$ cat config.mk
export PLATFORM = sky130hd
export DESIGN_NAME = pulse_train_gen
export DESIGN_NICKNAME = d
export VERILOG_FILES = /design/src/rtl/pulse_train_gen.sv
export SDC_FILE = /design/constraint.sdc
export NUM_CORES = 1
export LEC_CHECK = 0
export ABC_AREA = 1
export BUFFER_PORTS_ARGS = -buffer_cell sky130_fd_sc_hd__clkbuf_2
export CAP_MARGIN = 20
export CORE_MARGIN = 2
export CORE_UTILIZATION = 30
export CTS_CLUSTER_SIZE = 40
export DETAILED_ROUTE_END_ITERATION = 12
export GPL_TIMING_DRIVEN = 1
export SLEW_MARGIN = 5
export SYNTH_ARGS = -nofsm -noshare
export SYNTH_HDL_FRONTEND = slang
export SYNTH_SLANG_ARGS = --single-unit
$ cat constraint.sdc
create_clock -name i_clk -period 2.7 [get_ports i_clk]
set_input_delay 0.135 -clock i_clk [delete_from_list [all_inputs] [get_ports i_clk]]
set_output_delay 0.135 -clock i_clk [all_outputs]
set_load 0.01 [all_outputs]
$ cat src/rtl/pulse_train_gen.sv
// pulse_train_gen: registered N-pulse waveform generator.
// Each pulse is H cycles high then L cycles low; a done strobe follows the train.
module pulse_train_gen #(
    parameter int LEN_W = 8,
    parameter int CNT_W = 8
) (
    input  logic             i_clk,
    input  logic             i_rst,
    input  logic             i_start,
    input  logic             i_abort,
    input  logic [LEN_W-1:0] i_high_len,
    input  logic [LEN_W-1:0] i_low_len,
    input  logic [CNT_W-1:0] i_num,
    output logic             o_wave,
    output logic             o_busy,
    output logic             o_done
);

    typedef enum logic [1:0] {
        S_IDLE,
        S_HIGH,
        S_LOW
    } state_t;

    state_t           state, state_nx;
    logic [LEN_W-1:0] phase_cnt, phase_nx;
    logic [CNT_W-1:0] pulse_cnt, pulse_nx;
    logic [LEN_W-1:0] h_len, h_nx;
    logic [LEN_W-1:0] l_len, l_nx;
    logic [CNT_W-1:0] n_num, n_nx;
    logic             wave, wave_nx;
    logic             busy, busy_nx;
    logic             done, done_nx;

    always_ff @(posedge i_clk or posedge i_rst) begin
        if (i_rst) begin
            state     <= S_IDLE;
            phase_cnt <= '0;
            pulse_cnt <= '0;
            h_len     <= '0;
            l_len     <= '0;
            n_num     <= '0;
            wave      <= 1'b0;
            busy      <= 1'b0;
            done      <= 1'b0;
        end else begin
            state     <= state_nx;
            phase_cnt <= phase_nx;
            pulse_cnt <= pulse_nx;
            h_len     <= h_nx;
            l_len     <= l_nx;
            n_num     <= n_nx;
            wave      <= wave_nx;
            busy      <= busy_nx;
            done      <= done_nx;
        end
    end

    always_comb begin
        state_nx = state;
        phase_nx = phase_cnt;
        pulse_nx = pulse_cnt;
        h_nx     = h_len;
        l_nx     = l_len;
        n_nx     = n_num;
        wave_nx  = wave;
        busy_nx  = busy;
        done_nx  = 1'b0;
        unique case (state)
            S_IDLE: begin
                // abort outranks start, so a simultaneous pair does nothing
                if (i_start && !i_abort) begin
                    h_nx     = (i_high_len == '0) ? LEN_W'(1) : i_high_len;
                    l_nx     = (i_low_len == '0) ? LEN_W'(1) : i_low_len;
                    n_nx     = i_num;
                    phase_nx = LEN_W'(1);
                    pulse_nx = '0;
                    if (i_num == '0) begin
                        done_nx = 1'b1;
                    end else begin
                        state_nx = S_HIGH;
                        wave_nx  = 1'b1;
                        busy_nx  = 1'b1;
                    end
                end
            end
            S_HIGH: begin
                if (i_abort) begin
                    state_nx = S_IDLE;
                    phase_nx = '0;
                    pulse_nx = '0;
                    wave_nx  = 1'b0;
                    busy_nx  = 1'b0;
                end else if (phase_cnt == h_len) begin
                    state_nx = S_LOW;
                    phase_nx = LEN_W'(1);
                    pulse_nx = pulse_cnt + CNT_W'(1);
                    wave_nx  = 1'b0;
                end else begin
                    phase_nx = phase_cnt + LEN_W'(1);
                end
            end
            S_LOW: begin
                if (i_abort) begin
                    state_nx = S_IDLE;
                    phase_nx = '0;
                    pulse_nx = '0;
                    wave_nx  = 1'b0;
                    busy_nx  = 1'b0;
                end else if (phase_cnt == l_len) begin
                    if (pulse_cnt == n_num) begin
                        state_nx = S_IDLE;
                        phase_nx = '0;
                        pulse_nx = '0;
                        busy_nx  = 1'b0;
                        done_nx  = 1'b1;
                    end else begin
                        state_nx = S_HIGH;
                        phase_nx = LEN_W'(1);
                        wave_nx  = 1'b1;
                    end
                end else begin
                    phase_nx = phase_cnt + LEN_W'(1);
                end
            end
            default: begin
                state_nx = S_IDLE;
                wave_nx  = 1'b0;
                busy_nx  = 1'b0;
            end
        endcase
    end

    assign o_wave = wave;
    assign o_busy = busy;
    assign o_done = done;

endmodule

==> Flow_metrics.wiki, run 1 <==
{| class="wikitable"
! Metric !! Value
|-
| Number of antenna violations at the first check in global routing || 0
|-
| Post-route DRC violation count || 0
|-
| Max Transition Viols Final || 0
|-
| Post-Syn Nets || 415
|-
| Final worst-path cycle share || 72.4%
|-
| Nature of the critical path endpoint || flop
|-
| Routability congestion estimate || 0.905
|-
| Most Frequent Cell on Critical Path || sky130_fd_sc_hd__nand2_1
|-
| Count of antenna diodes in the layout || 0
|-
| Kind of start point of the critical path || flop
|-
| Count of yosys warnings during synthesis || 0
|-
| Fillers || 949
|-
| Clk pwr share || 19.0%
|-
| Sum of buffers and inverters on the critical path || 2
|-
| Cts bufs inserted || 5
|-
| Post-route antenna net violation count || 0
|-
| Clock tree root driver cell || sky130_fd_sc_hd__clkbuf_8
|-
| Net Switching || 1.09 mW
|-
| Source-to-sink clock delay at the later pin of the worst-skew pair || 0.30 ns
|-
| Switching part of the total || 41.2%
|-
| Cells resized by post-CTS repair || 0
|-
| Unrepaired setup endpoints after global routing || false
|-
| Sum Neg Setup Slack || 0 ns
|-
| Area growth syn-to-layout || 14.1%
|-
| Initial DRC Count || 143
|-
| Yosys cell types || 32
|-
| Maximum clock insertion buffer count || 2
|-
| Max cap viols || 0
|-
| Combinational cell fraction of total power || 40.9%
|-
| Signal arrival time at the worst endpoint || 2.17 ns
|-
| Number of vias per cell after detailed routing || 4.68
|-
| Clock-pin transition on the worst setup and hold timing paths || 0.09 ns
|-
| # clock sinks || 45
|-
| Post-route minimum period || 1.95 ns
|-
| Syn_area_per_cell || 7.15 um^2
|-
| Wire length of the first global-routing pass || 10700 um
|-
| Tightest Pin Transition || 0.583 ns
|-
| Floorplan Core Area || 8760 um^2
|-
| Worst-case vdd ir drop || 0.000287 V
|-
| Critical path class || flop to flop
|-
| Sequential fraction of the synthesis area || 41.4%
|-
| Worst path top cell family by delay || simple AND/OR/NAND/NOR gates
|-
| Pint || 1.56 mW
|-
| Number of global-route vias before repair || 2379
|-
| I/O pin cnt || 31
|-
| Leakage dissipation || 1.59 nW
|-
| Number of failing setup endpoints in the final timing report || 0
|-
| Type of the tightest min-delay check || primary input to flop
|-
| Gr usage total || 13.2%
|-
| Required @ worst endpoint || 2.91 ns
|-
| Layout cells sized above 1 || 16.9%
|-
| Flip-flop and latch area || 1130 um^2
|-
| Maximum achievable frequency || 512 MHz
|-
| Post-detail-place hpwl || 4690 um
|-
| Die footprint || 9850 um^2
|-
| Height of the die || 99.3 um
|-
| H-Tree Level Count || 2
|-
| Delay contributed by the slowest stage of the critical path || 0.41 ns
|-
| Worst-path fanout max || 14
|-
| Series of cell instances along the critical path || inv_1, ha_1, nand2_1, inv_2, nor2_2, nand2_1, o21ai_1, nand2_1, a21oi_1
|-
| Sequential group share of total power || 40.1%
|-
| FP Rows || 34
|-
| Wire length per cell after detailed routing || 11.7 um
|-
| Result of the run || finished clean
|-
| Flip-flop and latch count after synthesis || 45
|-
| Die width || 99.3 um
|-
| Cell type of the slowest stage on the worst timing path || sky130_fd_sc_hd__nor2_2
|-
| Combined area of the multi-input logic cells || 1320 um^2
|-
| Final Net Count || 447
|-
| GR Overflow Total || 0
|-
| Power density relative to cell area || 853 nW/um^2
|-
| Wirelength, routed || 6080 um
|-
| Post-Layout Cell Count || 521
|-
| Count of endpoints failing hold in the final timing report || 0
|-
| Skew final || 0.00829 ns
|-
| Count of vias placed by the detailed router || 2439
|-
| Initial core utilization || 31.1%
|-
| CTS tree || done
|-
| Largest net degree at the start of global routing || 46
|-
| Worst slew margin relative to its limit || 61.1%
|-
| DP Cell Count || 512
|-
| Number of buffer cells added on primary ports || 30
|-
| Hold_buf cts || 0
|-
| Setup slack, reg-to-reg || 0.75 ns
|-
| Post-Synthesis Cells || 381
|-
| # Post-CTS Setup Buffers || 0
|-
| Post-synthesis cell area || 2720 um^2
|-
| Iteration count of the initial detailed-routing pass || 4
|}
placed cells by master (no fill, tap or decap), drive strengths merged:
master       netlist  final
nand2            125    125
inv               58     58
dfrtp             45     45
nor2              36     36
clkbuf             1     35
nand3             24     24
o21ai             22     22
a21oi             17     17
nor3              10     10
xnor2              7      7
nand4              6      6
ha                 6      6
nor4               5      5
clkinv             3      4
xor2               3      3
buf                8      3
mux2               1      1
a31o               1      1
o31ai              1      1
a31oi              1      1
or2                1      1
bufinv             0      1
dlygate4sd3        0      1
area by class of cell:
| class | instances | area share, % |
|---|---|---|
| clock buffers | 5 | 2.22 |
| well taps | 108 | 4.35 |
| flip-flops and latches | 45 | 36.2 |
| inverters | 61 | 7.41 |
| multi-input cells | 266 | 42.4 |
| repair buffers | 34 | 6.28 |
| clock inverters | 2 | 1.13 |
cells by family (layout without fill, tap and decap cells):
logic type               count (synthesis)  after routing  synth area share (%)
AO/OA/AOI/OAI                           42             42                  8.13
flip-flops                              45             45                  41.4
buffers and inverters                   70            102                  10.3
adder cells (fa/ha/maj)                  6              6                  2.76
AND/OR/NAND/NOR                        207            207                  33.8
multiplexers                             1              1                 0.414
XOR/XNOR                                10             10                  3.22
flip-flops by register name, summed over array words and instances (netlist names):
name       flops
h_len          8
l_len          8
n_num          8
o_busy         1
o_done         1
o_wave         1
phase_cnt      8
pulse_cnt      8
state          2
synth_stat cells, drive strengths merged:
master | instances | area (um^2)
clkbuf | 1 | 3.75
a21oi | 17 | 88.8
ha | 6 | 75.1
nor4 | 5 | 31.3
nor3 | 10 | 55.1
buf | 8 | 46.3
or2 | 1 | 6.26
a31o | 1 | 8.76
o31ai | 1 | 7.51
nand3 | 24 | 120
nand2 | 125 | 497
o21ai | 22 | 110
nand4 | 6 | 37.5
a31oi | 1 | 6.26
mux2 | 1 | 11.3
inv | 58 | 218
nor2 | 36 | 174
dfrtp | 45 | 1130
clkinv | 3 | 12.5
xor2 | 3 | 26.3
xnor2 | 7 | 61.3
worst paths after layout:
path                              start           end  cells after the start
min in group asynchronous         i_rst      h_len[0]                      3
min                        i_low_len[1]      l_len[1]                      3
max reg2reg                    state[0]  phase_cnt[7]                      9
max                            state[0]  phase_cnt[7]                      9
max in group asynchronous         i_rst  pulse_cnt[5]                      4
min reg2reg                      o_busy        o_busy                      2
worst min-delay path: stages:
cell                       delay, ns
sky130_fd_sc_hd__clkbuf_2       0.08
sky130_fd_sc_hd__inv_1          0.05
sky130_fd_sc_hd__o21ai_0        0.08
power groups by stage:
| stage | Clock [mW] | Sequential [mW] | Combinational, mW |
|---|---|---|---|
| after detailed placement | 0 | 1.08 | 1.09 |
| after global routing | 0.549 | 1.10 | 1.26 |
| after global placement | 0 | 1.07 | 1.07 |
| after CTS | 0.521 | 1.07 | 1.09 |
| after floorplan | 0 | 1.04 | 0.866 |
| final | 0.503 | 1.06 | 1.08 |
through the flow:
stage	utilization [%]	hold slack, ns	setup WS [ns]	total power [mW]	area, um^2
CTS	35.1	0.0730	0.748	2.68	3080
global route	35.5	0.0889	0.542	2.91	3110
global placement	33.9	0.392	0.843	2.14	2970
finish	35.5	0.0831	0.746	2.65	3110
detailed placement	33.9	0.399	0.761	2.17	2970
floorplan	-	0.284	1.19	1.90	2720
per-layer routing:
| layer | global-route usage, % | share of wire, % | routed length [um] | vias up |
|---|---|---|---|---|
| met4 | 4.11 | 1.2 | 70 | 0 |
| met3 | 2.39 | 3.2 | 197 | 6 |
| li1 | - | - | - | 1261 |
| met1 | 17.4 | 48 | 2890 | 1136 |
| met5 | 0 | 0 | 0 | - |
| met2 | 22.2 | 48 | 2920 | 36 |
No activity file was read; power rests on OpenSTA's default activity.
==> inputs of run 2 (changes only) <==
clock period = 2 ns   (was 2.7 ns; I/O delays follow)
==> run 2 against run 1 <==
- clock power increased by 43%
- via count decreased by 0.70%
- combinational power increased by 42%
- core utilization increased by 0.34 points
- global-route usage increased by 0.63 points
- non-clock buffer count increased by 4
- routed wire length increased by 2.5%
- critical endpoint is now o_wave
==> Flow_metrics.wiki, run 2 (synthesis gave the netlist of run 1 again) <==
{| class="wikitable"
! Metric !! Value
|-
| Result of the run || finished clean
|-
| Critical path class || flop to flop
|-
| Type of the tightest min-delay check || primary input to flop
|-
| Maximum clock insertion buffer count || 2 (unchanged)
|-
| Clock tree root driver cell || sky130_fd_sc_hd__clkbuf_8
|-
| Wire length per cell after detailed routing || 11.8 um (+1.5%)
|-
| Total non-filler cell area in the finished layout || 3140 um^2 (+0.97%)
|-
| Flip-flop and latch area || 1130 um^2 (unchanged)
|-
| Final core utilization || 35.8% (+0.34 points)
|-
| Initial DRC Count || 108 (-24%)
|-
| Post-detail-place hpwl || 4880 um (+4.2%)
|-
| Leading cell type in the layout, fill and taps excluded || sky130_fd_sc_hd__nand2_1
|-
| Power density relative to cell area || 1170 nW/um^2 (+38%)
|-
| Area growth syn-to-layout || 15.2%
|-
| Tightest Pin Transition || 0.582 ns (-0.000466 ns)
|-
| Post-route DRC violation count || 0 (unchanged)
|-
| Cts bufs inserted || 5 (unchanged)
|-
| Commonest cells after routing, fill and taps aside || sky130_fd_sc_hd__nand2_1, sky130_fd_sc_hd__inv_1, sky130_fd_sc_hd__dfrtp_1
|-
| Die width || 99.3 um (unchanged)
|-
| Floorplan Core Area || 8760 um^2 (unchanged)
|-
| # clock sinks || 45 (unchanged)
|-
| Max Transition Viols Final || 0 (unchanged)
|-
| Fillers || 948 (-0.11%)
|-
| Post-Layout Cell Count || 526 (+0.96%)
|-
| Final Net Count || 451 (+0.89%)
|-
| Unrepaired setup endpoints after global routing || false
|-
| # Post-CTS Setup Buffers || 0 (unchanged)
|-
| Final worst-path cycle share || 87.2% (+15 points)
|-
| Count of vias placed by the detailed router || 2422 (-0.70%)
|-
| Wire length of the first global-routing pass || 11100 um (+4.3%)
|-
| Signal arrival time at the worst endpoint || 1.94 ns (-0.23 ns)
|-
| Number of buffer cells added on primary ports || 30 (unchanged)
|-
| Required @ worst endpoint || 2.19 ns (-0.72 ns)
|-
| Wirelength, routed || 6230 um (+2.5%)
|-
| Height of the die || 99.3 um (unchanged)
|-
| Count of endpoints failing hold in the final timing report || 0 (unchanged)
|-
| Initial core utilization || 31.1% (unchanged)
|-
| Number of global-route vias before repair || 2477 (+4.1%)
|-
| FP Rows || 34 (unchanged)
|-
| CTS tree || done
|-
| Number of vias per cell after detailed routing || 4.60 (-1.6%)
|-
| Skew final || 0.00607 ns (-0.00222 ns)
|-
| H-Tree Level Count || 2 (unchanged)
|-
| Source-to-sink clock delay at the later pin of the worst-skew pair || 0.30 ns (about the same)
|-
| Routability congestion estimate || 0.838 (-7.4%)
|-
| Post-route minimum period || 1.74 ns (-0.209 ns)
|-
| Iteration count of the initial detailed-routing pass || 4 (unchanged)
|-
| Gr usage total || 13.9% (+0.63 points)
|-
| Max cap viols || 0 (unchanged)
|-
| Placed inst area || 3010 um^2 (+1.3%)
|-
| Combined area of the multi-input logic cells || 1320 um^2 (unchanged)
|-
| Number of failing setup endpoints in the final timing report || 0 (unchanged)
|-
| Largest net degree at the start of global routing || 46 (unchanged)
|-
| DP Cell Count || 517 (+0.98%)
|-
| Sum Neg Setup Slack || 0 ns (unchanged)
|-
| Maximum achievable frequency || 573 MHz (+12%)
|-
| Layout cells sized above 1 || 17.7% (+0.75 points)
|-
| Worst-path fanout max || 5 (-9)
|-
| Worst-case vdd ir drop || 0.000375 V (+31%)
|-
| Die footprint || 9850 um^2 (unchanged)
|-
| Clock-pin transition on the worst setup and hold timing paths || 0.09 ns (about the same)
|-
| Sum of internal, switching and leakage power || 3.69 mW (+39%)
|-
| GR Overflow Total || 0 (unchanged)
|-
| Post-route antenna net violation count || 0 (unchanged)
|-
| Leakage dissipation || 1.61 nW (+1.2%)
|-
| Nature of the critical path endpoint || flop
|-
| Count of antenna diodes in the layout || 0 (unchanged)
|-
| Number of antenna violations at the first check in global routing || 0 (unchanged)
|-
| I/O pin cnt || 31 (unchanged)
|-
| Worst slew margin relative to its limit || 61.2% (+0.14 points)
|-
| Kind of start point of the critical path || flop
|}
-- run 2: cell types whose count changed in the layout (fill, tap and decap cells not counted), sizes merged --
cell	before	now
buf	3	7
clkbuf	35	37
clkinv	4	3
-- run 2: critical path, stage by stage (launching register included) --
cell                      delay, ns
sky130_fd_sc_hd__dfrtp_1       0.42
sky130_fd_sc_hd__inv_1         0.11
sky130_fd_sc_hd__ha_1          0.24
sky130_fd_sc_hd__nand2_1       0.07
sky130_fd_sc_hd__nor3_1        0.32
sky130_fd_sc_hd__nor2_1        0.10
sky130_fd_sc_hd__nand3_1       0.18
sky130_fd_sc_hd__inv_2         0.05
sky130_fd_sc_hd__o21ai_1       0.08
sky130_fd_sc_hd__nand2_1       0.07
-- run 2: what timing repair did --
item | CTS | global route
setup endpoints to repair | 0 | 0
hold buffers | 1 | 0
gates resized for setup | 0 | 0
endpoints found under the hold margin | 45 | 0
-- run 2: stage by stage --
stage               hold WS (ns)  setup slack [ns]
global route              0.0442            0.0543
detailed placement         0.275             0.260
floorplan                  0.249             0.486
finish                    0.0459             0.255
CTS                       0.0366             0.240
global placement           0.266             0.270
-- run 2: worst paths after layout --
check / from / end / slack [ns] / cells past startpoint
max: state[0] / o_wave / 0.26 / 9
min: i_num[3] / n_num[3] / 0.05 / 3
max reg2reg: state[0] / o_wave / 0.26 / 9
min reg2reg: o_busy / o_busy / 0.48 / 2
max in group asynchronous: i_rst / o_wave / 1.13 / 4
min in group asynchronous: i_rst / l_len[4] / 0.48 / 4
-- run 2: layout make-up --
| class | count | share of cell area [%] |
|---|---|---|
| Multi-Input combinational cell | 266 | 42.0 |
| Timing Repair Buffer | 38 | 6.78 |
| Sequential cell | 45 | 35.9 |
| Clock buffer | 7 | 2.75 |
| Inverter | 61 | 7.34 |
| Tap cell | 108 | 4.31 |
| Clock inverter | 1 | 0.957 |
-- run 2: power by group --
group,internal [mW],switching (mW),total (mW)
Clock,0.408,0.313,0.720
Combinational,0.579,0.955,1.53
Sequential,1.21,0.225,1.43
Total,2.19,1.49,3.69
-- run 2: per-layer routing --
layer	track usage, %	wire length, um	vias up
li1	-	-	1260
met1	17.7	2920	1103
met2	23.3	2920	45
met3	3.23	251	14
met4	4.53	138	0
met5	0	0	-
